===== src/rtl/mem_arbiter_if.sv =====
// Bundle for the fetch port, the load/store port and the single-port RAM
// around mem_arbiter; the arbiter uses the slave modport and the surrounding system uses the master modport.
interface mem_arbiter_if;
    localparam int unsigned AW = 32;
    localparam int unsigned DW = 32;
    localparam int unsigned SW = 4;

    logic          ifu_req;
    logic [AW-1:0] ifu_addr;
    logic          ifu_gnt;
    logic          ifu_rvalid;
    logic [DW-1:0] ifu_rdata;

    logic          lsu_req;
    logic          lsu_we;
    logic [AW-1:0] lsu_addr;
    logic [SW-1:0] lsu_sel;
    logic [DW-1:0] lsu_wdata;
    logic          lsu_gnt;
    logic          lsu_rvalid;
    logic [DW-1:0] lsu_rdata;

    logic          mem_ce;
    logic          mem_we;
    logic [AW-1:0] mem_addr;
    logic [SW-1:0] mem_sel;
    logic [DW-1:0] mem_wdata;
    logic [DW-1:0] mem_rdata;

    logic          stall_o;

    modport slave (
        input  ifu_req, ifu_addr,
        input  lsu_req, lsu_we, lsu_addr, lsu_sel, lsu_wdata,
        input  mem_rdata,
        output ifu_gnt, ifu_rvalid, ifu_rdata,
        output lsu_gnt, lsu_rvalid, lsu_rdata,
        output mem_ce, mem_we, mem_addr, mem_sel, mem_wdata,
        output stall_o
    );

    modport master (
        output ifu_req, ifu_addr,
        output lsu_req, lsu_we, lsu_addr, lsu_sel, lsu_wdata,
        output mem_rdata,
        input  ifu_gnt, ifu_rvalid, ifu_rdata,
        input  lsu_gnt, lsu_rvalid, lsu_rdata,
        input  mem_ce, mem_we, mem_addr, mem_sel, mem_wdata,
        input  stall_o
    );
endinterface


===== src/rtl/mem_arbiter.sv =====
// Fixed-priority (LSU over IFU) arbiter for one synchronous single-port RAM.
// Optional macro STARVE_GUARD_EN forces an IFU win after STARVE_MAX denied cycles.
module mem_arbiter #(
    parameter int unsigned STARVE_MAX = 4
) (
    input  logic          clk,
    input  logic          rst_n,
    mem_arbiter_if.slave  bus
);
    localparam int unsigned AW = 32;
    localparam int unsigned DW = 32;
    localparam int unsigned SW = 4;
    localparam int unsigned CW = 4;

    typedef enum logic [1:0] {
        IDLE  = 2'd0,
        RD_IF = 2'd1,
        RD_LS = 2'd2,
        WR_LS = 2'd3
    } state_t;

    state_t        r_state;
    state_t        w_state_nxt;
    logic          w_ifu_gnt;
    logic          w_lsu_gnt;
    logic          w_force_ifu;
    logic          w_mem_ce;
    logic          w_mem_we;
    logic [AW-1:0] w_mem_addr;
    logic [SW-1:0] w_mem_sel;
    logic [DW-1:0] w_mem_wdata;
    logic          w_ifu_rvalid;
    logic          w_lsu_rvalid;

`ifdef STARVE_GUARD_EN
    logic [CW-1:0] r_starve_cnt;

    // Counts consecutive denied fetch cycles, saturating at STARVE_MAX.
    always_ff @(posedge clk or negedge rst_n) begin
        if (!rst_n) begin
            r_starve_cnt <= '0;
        end else if (!bus.ifu_req || w_ifu_gnt) begin
            r_starve_cnt <= '0;
        end else if (r_starve_cnt != CW'(STARVE_MAX)) begin
            r_starve_cnt <= r_starve_cnt + CW'(1);
        end
    end

    assign w_force_ifu = (r_starve_cnt == CW'(STARVE_MAX));
`else
    logic w_unused_starve;
    assign w_unused_starve = ^CW'(STARVE_MAX);
    assign w_force_ifu     = 1'b0;
`endif

    // Grants are held low during reset so every output reads 0.
    always_comb begin
        w_ifu_gnt = 1'b0;
        w_lsu_gnt = 1'b0;
        if (rst_n) begin
            if (bus.lsu_req && !(bus.ifu_req && w_force_ifu)) begin
                w_lsu_gnt = 1'b1;
            end else if (bus.ifu_req) begin
                w_ifu_gnt = 1'b1;
            end
        end
    end

    always_comb begin
        w_mem_ce    = 1'b0;
        w_mem_we    = 1'b0;
        w_mem_addr  = '0;
        w_mem_sel   = '0;
        w_mem_wdata = '0;
        w_state_nxt = IDLE;
        if (w_lsu_gnt) begin
            w_mem_ce    = 1'b1;
            w_mem_we    = bus.lsu_we;
            w_mem_addr  = bus.lsu_addr;
            w_mem_sel   = bus.lsu_sel;
            w_mem_wdata = bus.lsu_wdata;
            w_state_nxt = bus.lsu_we ? WR_LS : RD_LS;
        end else if (w_ifu_gnt) begin
            w_mem_ce    = 1'b1;
            w_mem_addr  = bus.ifu_addr;
            w_mem_sel   = '1;
            w_state_nxt = RD_IF;
        end
    end

    // Records which access is in flight; reset discards a pending read.
    always_ff @(posedge clk or negedge rst_n) begin
        if (!rst_n) begin
            r_state <= IDLE;
        end else begin
            r_state <= w_state_nxt;
        end
    end

    assign w_ifu_rvalid = (r_state == RD_IF);
    assign w_lsu_rvalid = (r_state == RD_LS);

    assign bus.ifu_gnt    = w_ifu_gnt;
    assign bus.lsu_gnt    = w_lsu_gnt;
    assign bus.ifu_rvalid = w_ifu_rvalid;
    assign bus.lsu_rvalid = w_lsu_rvalid;
    assign bus.ifu_rdata  = w_ifu_rvalid ? bus.mem_rdata : '0;
    assign bus.lsu_rdata  = w_lsu_rvalid ? bus.mem_rdata : '0;
    assign bus.mem_ce     = w_mem_ce;
    assign bus.mem_we     = w_mem_we;
    assign bus.mem_addr   = w_mem_addr;
    assign bus.mem_sel    = w_mem_sel;
    assign bus.mem_wdata  = w_mem_wdata;
    assign bus.stall_o    = rst_n && bus.ifu_req && !w_ifu_gnt;
endmodule

===== src/flat_wrapper.sv =====
// flat-port wrapper written by rule: the top's interface ports become plain ports
module mem_arbiter_flat 
#(
    parameter int unsigned STARVE_MAX = 4
)
  (clk, rst_n, bus_ifu_req, bus_ifu_addr, bus_lsu_req, bus_lsu_we, bus_lsu_addr, bus_lsu_sel, bus_lsu_wdata, bus_mem_rdata, bus_ifu_gnt, bus_ifu_rvalid, bus_ifu_rdata, bus_lsu_gnt, bus_lsu_rvalid, bus_lsu_rdata, bus_mem_ce, bus_mem_we, bus_mem_addr, bus_mem_sel, bus_mem_wdata, bus_stall_o);
  mem_arbiter_if bus_i ();
  input  logic clk;
  input  logic rst_n;
  input wire logic [$bits(bus_i.ifu_req)-1:0] bus_ifu_req;
  input wire logic [$bits(bus_i.ifu_addr)-1:0] bus_ifu_addr;
  input wire logic [$bits(bus_i.lsu_req)-1:0] bus_lsu_req;
  input wire logic [$bits(bus_i.lsu_we)-1:0] bus_lsu_we;
  input wire logic [$bits(bus_i.lsu_addr)-1:0] bus_lsu_addr;
  input wire logic [$bits(bus_i.lsu_sel)-1:0] bus_lsu_sel;
  input wire logic [$bits(bus_i.lsu_wdata)-1:0] bus_lsu_wdata;
  input wire logic [$bits(bus_i.mem_rdata)-1:0] bus_mem_rdata;
  output wire logic [$bits(bus_i.ifu_gnt)-1:0] bus_ifu_gnt;
  output wire logic [$bits(bus_i.ifu_rvalid)-1:0] bus_ifu_rvalid;
  output wire logic [$bits(bus_i.ifu_rdata)-1:0] bus_ifu_rdata;
  output wire logic [$bits(bus_i.lsu_gnt)-1:0] bus_lsu_gnt;
  output wire logic [$bits(bus_i.lsu_rvalid)-1:0] bus_lsu_rvalid;
  output wire logic [$bits(bus_i.lsu_rdata)-1:0] bus_lsu_rdata;
  output wire logic [$bits(bus_i.mem_ce)-1:0] bus_mem_ce;
  output wire logic [$bits(bus_i.mem_we)-1:0] bus_mem_we;
  output wire logic [$bits(bus_i.mem_addr)-1:0] bus_mem_addr;
  output wire logic [$bits(bus_i.mem_sel)-1:0] bus_mem_sel;
  output wire logic [$bits(bus_i.mem_wdata)-1:0] bus_mem_wdata;
  output wire logic [$bits(bus_i.stall_o)-1:0] bus_stall_o;
  assign bus_i.ifu_req = bus_ifu_req;
  assign bus_i.ifu_addr = bus_ifu_addr;
  assign bus_i.lsu_req = bus_lsu_req;
  assign bus_i.lsu_we = bus_lsu_we;
  assign bus_i.lsu_addr = bus_lsu_addr;
  assign bus_i.lsu_sel = bus_lsu_sel;
  assign bus_i.lsu_wdata = bus_lsu_wdata;
  assign bus_i.mem_rdata = bus_mem_rdata;
  assign bus_ifu_gnt = bus_i.ifu_gnt;
  assign bus_ifu_rvalid = bus_i.ifu_rvalid;
  assign bus_ifu_rdata = bus_i.ifu_rdata;
  assign bus_lsu_gnt = bus_i.lsu_gnt;
  assign bus_lsu_rvalid = bus_i.lsu_rvalid;
  assign bus_lsu_rdata = bus_i.lsu_rdata;
  assign bus_mem_ce = bus_i.mem_ce;
  assign bus_mem_we = bus_i.mem_we;
  assign bus_mem_addr = bus_i.mem_addr;
  assign bus_mem_sel = bus_i.mem_sel;
  assign bus_mem_wdata = bus_i.mem_wdata;
  assign bus_stall_o = bus_i.stall_o;
  mem_arbiter #(.STARVE_MAX(STARVE_MAX)) u_core (.clk(clk), .rst_n(rst_n), .bus(bus_i));
endmodule

===== config.mk =====
export PLATFORM = sky130hd
export DESIGN_NAME = mem_arbiter_flat
export DESIGN_NICKNAME = d
export VERILOG_FILES = /design/src/rtl/mem_arbiter_if.sv /design/src/rtl/mem_arbiter.sv /design/src/flat_wrapper.sv
export SDC_FILE = /design/constraint.sdc
export NUM_CORES = 1
export LEC_CHECK = 0
export CAP_MARGIN = 20
export CORE_AREA = 2 2 107 109
export DETAILED_ROUTE_END_ITERATION = 8
export DIE_AREA = 0 0 109 111
export GPL_ROUTABILITY_DRIVEN = 1
export SLEW_MARGIN = 20
export SYNTH_ARGS = -nofsm -noshare
export SYNTH_HDL_FRONTEND = slang
export SYNTH_SLANG_ARGS = --single-unit

===== constraint.sdc =====
create_clock -name clk -period 1.93 [get_ports clk]
set_clock_uncertainty 0.15 [all_clocks]
set_input_delay 0.2895 -clock clk [delete_from_list [all_inputs] [get_ports clk]]
set_output_delay 0.2895 -clock clk [all_outputs]
set_load 0.02 [all_outputs]

==> results of run 1 <==
power by group:
part | internal (mW) | switching (mW)
Clock | 0.263 | 0.0455
Sequential | 0.0446 | 0.000811
Combinational | 0.482 | 0.379
Total | 0.790 | 0.425
metal layers:
metal | wire [um] | track usage
met1 | 3031 | 0.1317
met2 | 4711 | 0.2638
met4 | 131 | 0.03504
met5 | 0 | 0
met3 | 1141 | 0.03762
worst max-delay path: stages:
cell,delay (ps)
dlygate4sd2_1,240
nor2b_4,130
buf_4,130
buf_12,140
a32o_1,250
clkdlybuf4s15_2,250
what timing repair did:
action                                 CTS  global route
setup endpoints to repair              139            77
hold buffers                             1             0
endpoints found under the hold margin    2             0
buffers inserted                         2             0
resized for setup                      219            90
pin swaps                                1             1
cloned                                   2             0
area by class of cell:
| cell class | count | area [sq um] |
|---|---|---|
| diodes | 2 | 5.005 |
| clock buffers | 3 | 75.07 |
| fillers | 1167 | 6985 |
| multi-input cells | 147 | 1047 |
| flip-flops and latches | 2 | 50.05 |
| well taps | 143 | 178.9 |
| repair buffers | 289 | 2735 |
cell usage in the layout (no fill, tap or decap), types with 2 or more instances in the layout:
cell type | synthesis | layout
and2_1 | 66 | 65
clkdlybuf4s50_1 | 0 | 133
buf_6 | 7 | 3
clkdlybuf4s15_1 | 0 | 38
nand2_1 | 5 | 5
dlygate4sd2_1 | 0 | 53
buf_12 | 0 | 5
dfrtp_1 | 2 | 2
and3_1 | 34 | 34
a32o_1 | 32 | 31
buf_4 | 1 | 4
clkbuf_16 | 0 | 3
diode_2 | 0 | 2
clkbuf_2 | 0 | 17
buf_2 | 6 | 21
a21boi_0 | 5 | 5
clkdlybuf4s15_2 | 0 | 12
logic make-up (layout without fill, tap and decap cells):
kind of cell | Yosys count | after routing | share of synthesized area
AND/OR/NAND/NOR | 109 | 109 | 0.5376
AO/OA/AOI/OAI | 38 | 38 | 0.2929
buffers and inverters | 26 | 292 | 0.1294
flip-flops | 2 | 2 | 0.04012
other | 0 | 2 | 0
worst min-delay path by stage:
stage,startpoint,cells past startpoint,to,slack (ps)
6_report,rst_n,3,u_core.r_state[0]$_DFF_PN0_,430
2_1_floorplan,rst_n,0,u_core.r_state[0]$_DFF_PN0_,-160
3_5_place_dp,rst_n,2,u_core.r_state[0]$_DFF_PN0_,170
5_1_grt,rst_n,3,u_core.r_state[0]$_DFF_PN0_,460
3_3_place_gp,rst_n,2,u_core.r_state[0]$_DFF_PN0_,160
4_1_cts,rst_n,3,u_core.r_state[0]$_DFF_PN0_,460
per-stage QoR:
step / utilization / instances
2_1_floorplan: - / 175
3_3_place_gp: 0.3742 / 576
3_5_place_dp: 0.3742 / 576
4_1_cts: 0.3819 / 584
5_1_grt: 0.3694 / 586
6_report: 0.3694 / 586
==> results.py, run 1 <==
metrics = {
    "run_status": {
        "outcome": "complete, no violations",
    },
    "yosys": {
        "synth.most_common_cell": "and2_1",
        "synth_cell_types": 14,
        "ys.warnings.count": 0,
        "seq_area_frac_synth": 0.04012,
        "synth-seq-cells": 2,
        "synth.area.top_cells": "and2_1 (33%), a32o_1 (26%), and3_1 (17%), buf_6 (6.3%), dfrtp_1 (4.0%)",
        "synth_area_sq_um": 1247,
        "synth_cells": 175,
        "synth_nets": 312,
        "synth-main-ff-cell": "dfrtp_1",
        "synth_largest_area_cell": "and2_1",
        "syn_avg_cell_area_sq_um": 7.128,
        "synth_top_area_share": 0.3310,
        "async_flop_share": 1.000,
        "synthTopCellsByCount": "and2_1 (66), and3_1 (34), a32o_1 (32), clkbuf_1 (12), buf_6 (7)",
        "synth-edff-count": 0,
    },
    "layout": {
        "final_cell_area_sq_um": 4091,
        "fin_nets": 580,
        "largest_reg_flops": 2,
        "synthToLayoutAreaGrowth_pct": 228.0,
        "top_register": "u_core.r_state",
        "drive_above_1_share": 0.1587,
        "biggestRegsByFlops": "u_core.r_state x2",
    },
    "timing": {
        "grt_setup_unrepaired": "false",
        "tns_ps": 0,
        "slew_headroom": 0.8143,
        "whs_ps": 428.7,
        "post-route-worst-setup-slack_ps": 37.40,
        "setup_viol": 0,
        "timing.fmax_ghz": 0.5284,
        "tightest_slew_ps": 278.6,
        "slew_viol_final": 0,
        "hold_viol": 0,
        "min_period_ps": 1893,
        "period_share": 0.9806,
    },
    "worst_setup_path": {
        "startpoint": "bus_ifu_req",
        "endpoint": "bus_mem_addr[15]",
        "startpoint_type": "primary input",
        "path_max_fanout": 17,
        "crit_arrival_ps": 1450,
        "crit_type": "primary input to primary output",
        "worstSetupEndpointType": "primary output",
        "required_ps": 1490,
    },
    "routing": {
        "postRouteAntennaNets": 0,
        "num_vias": 2476,
        "routedWlPerCell_um": 15.38,
        "drtIter0Drc": 76,
        "drc": 0,
        "drt_pass1_iterations": 4,
        "postRouteWirelength_um": 9015,
        "avgViaCountPerCell": 4.225,
    },
    "pwr": {
        "leakage_nw": 1.998,
        "ir_drop_mv": 0.2378,
        "power_density_nw_per_um2": 296.9,
        "power.total_mw": 1.215,
    },
    "flow_run": {
        "maxCapViolations": 0,
    },
    "clock_network": {
        "cts_tree": "built",
        "cts-htree-levels": 1,
        "cts_buffers": 3,
        "cts_buffer_depth": 2,
        "cts_root_buf": "clkbuf_16",
        "cts_sinks": 2,
        "clk_pin_slew_ps": 30,
    },
    "placement": {
        "dp_hpwl_um": 7068,
        "post_dp_cell_area_sq_um": 4145,
        "portBuffers": 275,
        "dp_slack_ps": -512.1,
        "gp_congestion": 0.7796,
    },
    "die": {
        "die_w_um": 109,
        "core_area_sq_um": 11080,
        "dieArea_sq_um": 12100,
        "rows": 39,
        "start_util": 0.1126,
        "io_pins": 276,
        "die-height_um": 111,
    },
    "grt": {
        "antenna_found_initial": 2,
        "grt.overflow.total": 0,
        "grt_pass1_wl_um": 12700,
        "grt_usage": 0.1337,
        "grt_max_degree": 75,
        "grt_pass1_vias": 2379,
    },
    "hold_path": {
        "min-delay-path-class": "primary input to flop",
    },
}
No activity file was read; power rests on OpenSTA's default activity.
==> run 2, diff against run 1 <==
SLEW_MARGIN = 0   (was 20)
==> results of run 2 <==
Same layout as run 1: the final DEF is identical, and so are final timing and power.
==> run 3, diff against run 2 <==
clock period = 2.27 ns   (was 1.93 ns; I/O delays follow)
==> run 3 against run 2 <==
  * Clock power fell by 16%
  * Non-clock buffer count fell by 5
  * Sequential power fell by 15%
  * Critical path depth fell by 2
  * Die area did not move
  * First-iteration DRC count rose by 16%
  * Count of clock-buffer cells in the layout did not move
==> results.py, run 3 (same netlist as run 1, synthesis figures left out) <==
metrics = {
    "timing": {
        "slew_viol_final": 0,
        "tightest_slew_ps": 282.7,
        "period_share": 0.9788,
        "slew_headroom": 0.8115,
        "timing.fmax_ghz": 0.4501,
        "setup_viol": 0,
        "min_period_ps": 2222,
        "hold_viol": 0,
    },
    "routing": {
        "drc": 0,
        "postRouteAntennaNets": 0,
        "num_vias": 2428,
        "wl_met1_um": 2792,
        "dr.max_layer_used": "met4",
        "route.met2.wl_um": 4387,
        "postRouteWirelength_um": 8537,
        "drt_pass1_iterations": 4,
        "drtIter0Drc": 88,
        "routedWlPerCell_um": 14.72,
        "avgViaCountPerCell": 4.186,
        "dr_wl_met3_um": 1211,
    },
    "grt": {
        "antenna_found_initial": 1,
        "grt_max_degree": 75,
        "grt_usage": 0.1259,
        "grt_pass1_wl_um": 12260,
        "grt_pass1_vias": 2371,
        "grt.overflow.total": 0,
    },
    "die": {
        "dieArea_sq_um": 12100,
        "core_area_sq_um": 11080,
        "io_pins": 276,
        "start_util": 0.1126,
        "die-height_um": 111,
        "rows": 39,
        "die_w_um": 109,
    },
    "pwr": {
        "p_sw_frac": 0.3432,
        "clockPowerShare": 0.254,
        "p_comb_frac": 0.708,
        "leakage_nw": 2.370,
        "power.internal_uw": 671.2,
        "power.share.sequential": 0.038,
        "power_density_nw_per_um2": 248.8,
        "ir_drop_mv": 0.2636,
        "power.total_mw": 1.022,
        "switching_power_uw": 350.7,
    },
    "clock_network": {
        "cts_tree": "built",
        "postCtsSetupBuffers": 0,
        "cts_buffers": 3,
        "clk_pin_slew_ps": 30,
        "cts_sinks": 2,
        "cts_buffer_depth": 2,
        "cts_root_buf": "clkbuf_16",
        "cts-htree-levels": 1,
    },
    "layout": {
        "layout_common_cells": "clkdlybuf4s50_1 (167), and2_1 (66), dlygate4sd2_1 (38)",
        "drive_above_1_share": 0.1101,
        "fin_cells": 580,
        "final_common_cell": "clkdlybuf4s50_1",
        "biggestRegsByFlops": "u_core.r_state x2",
        "largest_reg_flops": 2,
        "fin_nets": 575,
        "top_register": "u_core.r_state",
        "synthToLayoutAreaGrowth_pct": 229.3,
    },
    "hold_path": {
        "min-delay-path-class": "primary input to flop",
        "min_to": "u_core.r_state[0]$_DFF_PN0_",
        "hold_path_depth": 3,
        "min_from": "rst_n",
    },
    "worst_setup_path": {
        "crit_arrival_ps": 1730,
        "crit_type": "flop to primary output",
        "startpoint_type": "flop",
        "required_ps": 1780,
        "worstSetupEndpointType": "primary output",
        "path_max_fanout": 33,
    },
    "placement": {
        "gp_congestion": 0.7850,
        "dp_hpwl_um": 7138,
        "place_inst": 575,
        "portBuffers": 275,
    },
    "run_status": {
        "outcome": "complete, no violations",
    },
    "flow_run": {
        "maxCapViolations": 0,
    },
}
run 3: changes by cell type in the layout (fill, tap and decap cells not counted), sizes merged, moves of 15 or more:
cell,previous run,this run
clkdlybuf4s15,50,4
clkdlybuf4s50,133,167
dlymetal6s2s,0,33
buf,34,9
clkbuf,20,35
dlygate4sd2,53,38
run 3: worst max-delay path by stage:
stage / startpoint / end / depth (start not counted)
6_report: u_core.r_state[0]$_DFF_PN0_ / bus_lsu_rdata[3] / 4
5_1_grt: u_core.r_state[1]$_DFF_PN0_ / bus_ifu_rdata[5] / 4
4_1_cts: bus_lsu_req / bus_mem_addr[5] / 5
3_5_place_dp: bus_lsu_req / bus_mem_addr[5] / 5
3_3_place_gp: bus_lsu_req / bus_mem_addr[5] / 5
2_1_floorplan: rst_n / bus_mem_sel[0] / 3
run 3: power by group through the flow:
stage	Sequential (mW)	Combinational [mW]	Clock [mW]
2_1_floorplan	0.0389	0.299	0
3_3_place_gp	0.0389	0.783	0
3_5_place_dp	0.0391	0.787	0
4_1_cts	0.0387	0.752	0.263
5_1_grt	0.0389	0.770	0.269
6_report	0.0387	0.723	0.260
run 3: per-stage QoR:
step / area [sq um] / util / setup TNS (ps) / hold WS, ps / setup slack [ps]
floorplan: 1247 / - / 0 / -105.1 / 528.5
global placement: 4138 / 0.3735 / -14860 / 213.6 / -269.0
detailed placement: 4138 / 0.3735 / -15990 / 202.8 / -293.8
CTS: 4179 / 0.3773 / -13.35 / 499.4 / -13.35
global route: 4108 / 0.3708 / -0.4814 / 518.6 / -0.2882
finish: 4108 / 0.3708 / 0 / 488.9 / 48.09
run 3: what timing repair did:
item	4_1_cts	5_1_grt
pin swaps	0	0
gates resized for setup	111	71
setup endpoints to repair	74	66
endpoints found under the hold margin	2	0
hold buffers	1	0
run 3: worst max-delay path: stages, from the launching register on:
cell             delay [ps]
dfrtp_1                 350
and2b_1                 230
buf_12                  170
and2_1                  150
clkdlybuf4s50_1         600
run 3: metal layers:
metal  vias up  global-route usage
met5         -                   0
met4         0             0.03504
met2       173              0.2427
met3        10             0.04292
met1      1082              0.1238
li1       1163                   -
run 3: final cells by class:
class / count / area, sq um
Tap cell: 143 / 178.9
Sequential cell: 2 / 50.05
Multi-Input combinational cell: 147 / 1039
Clock buffer: 3 / 75.07
Timing Repair Buffer: 284 / 2763
Fill cell: 1169 / 6969
Antenna cell: 1 / 2.502
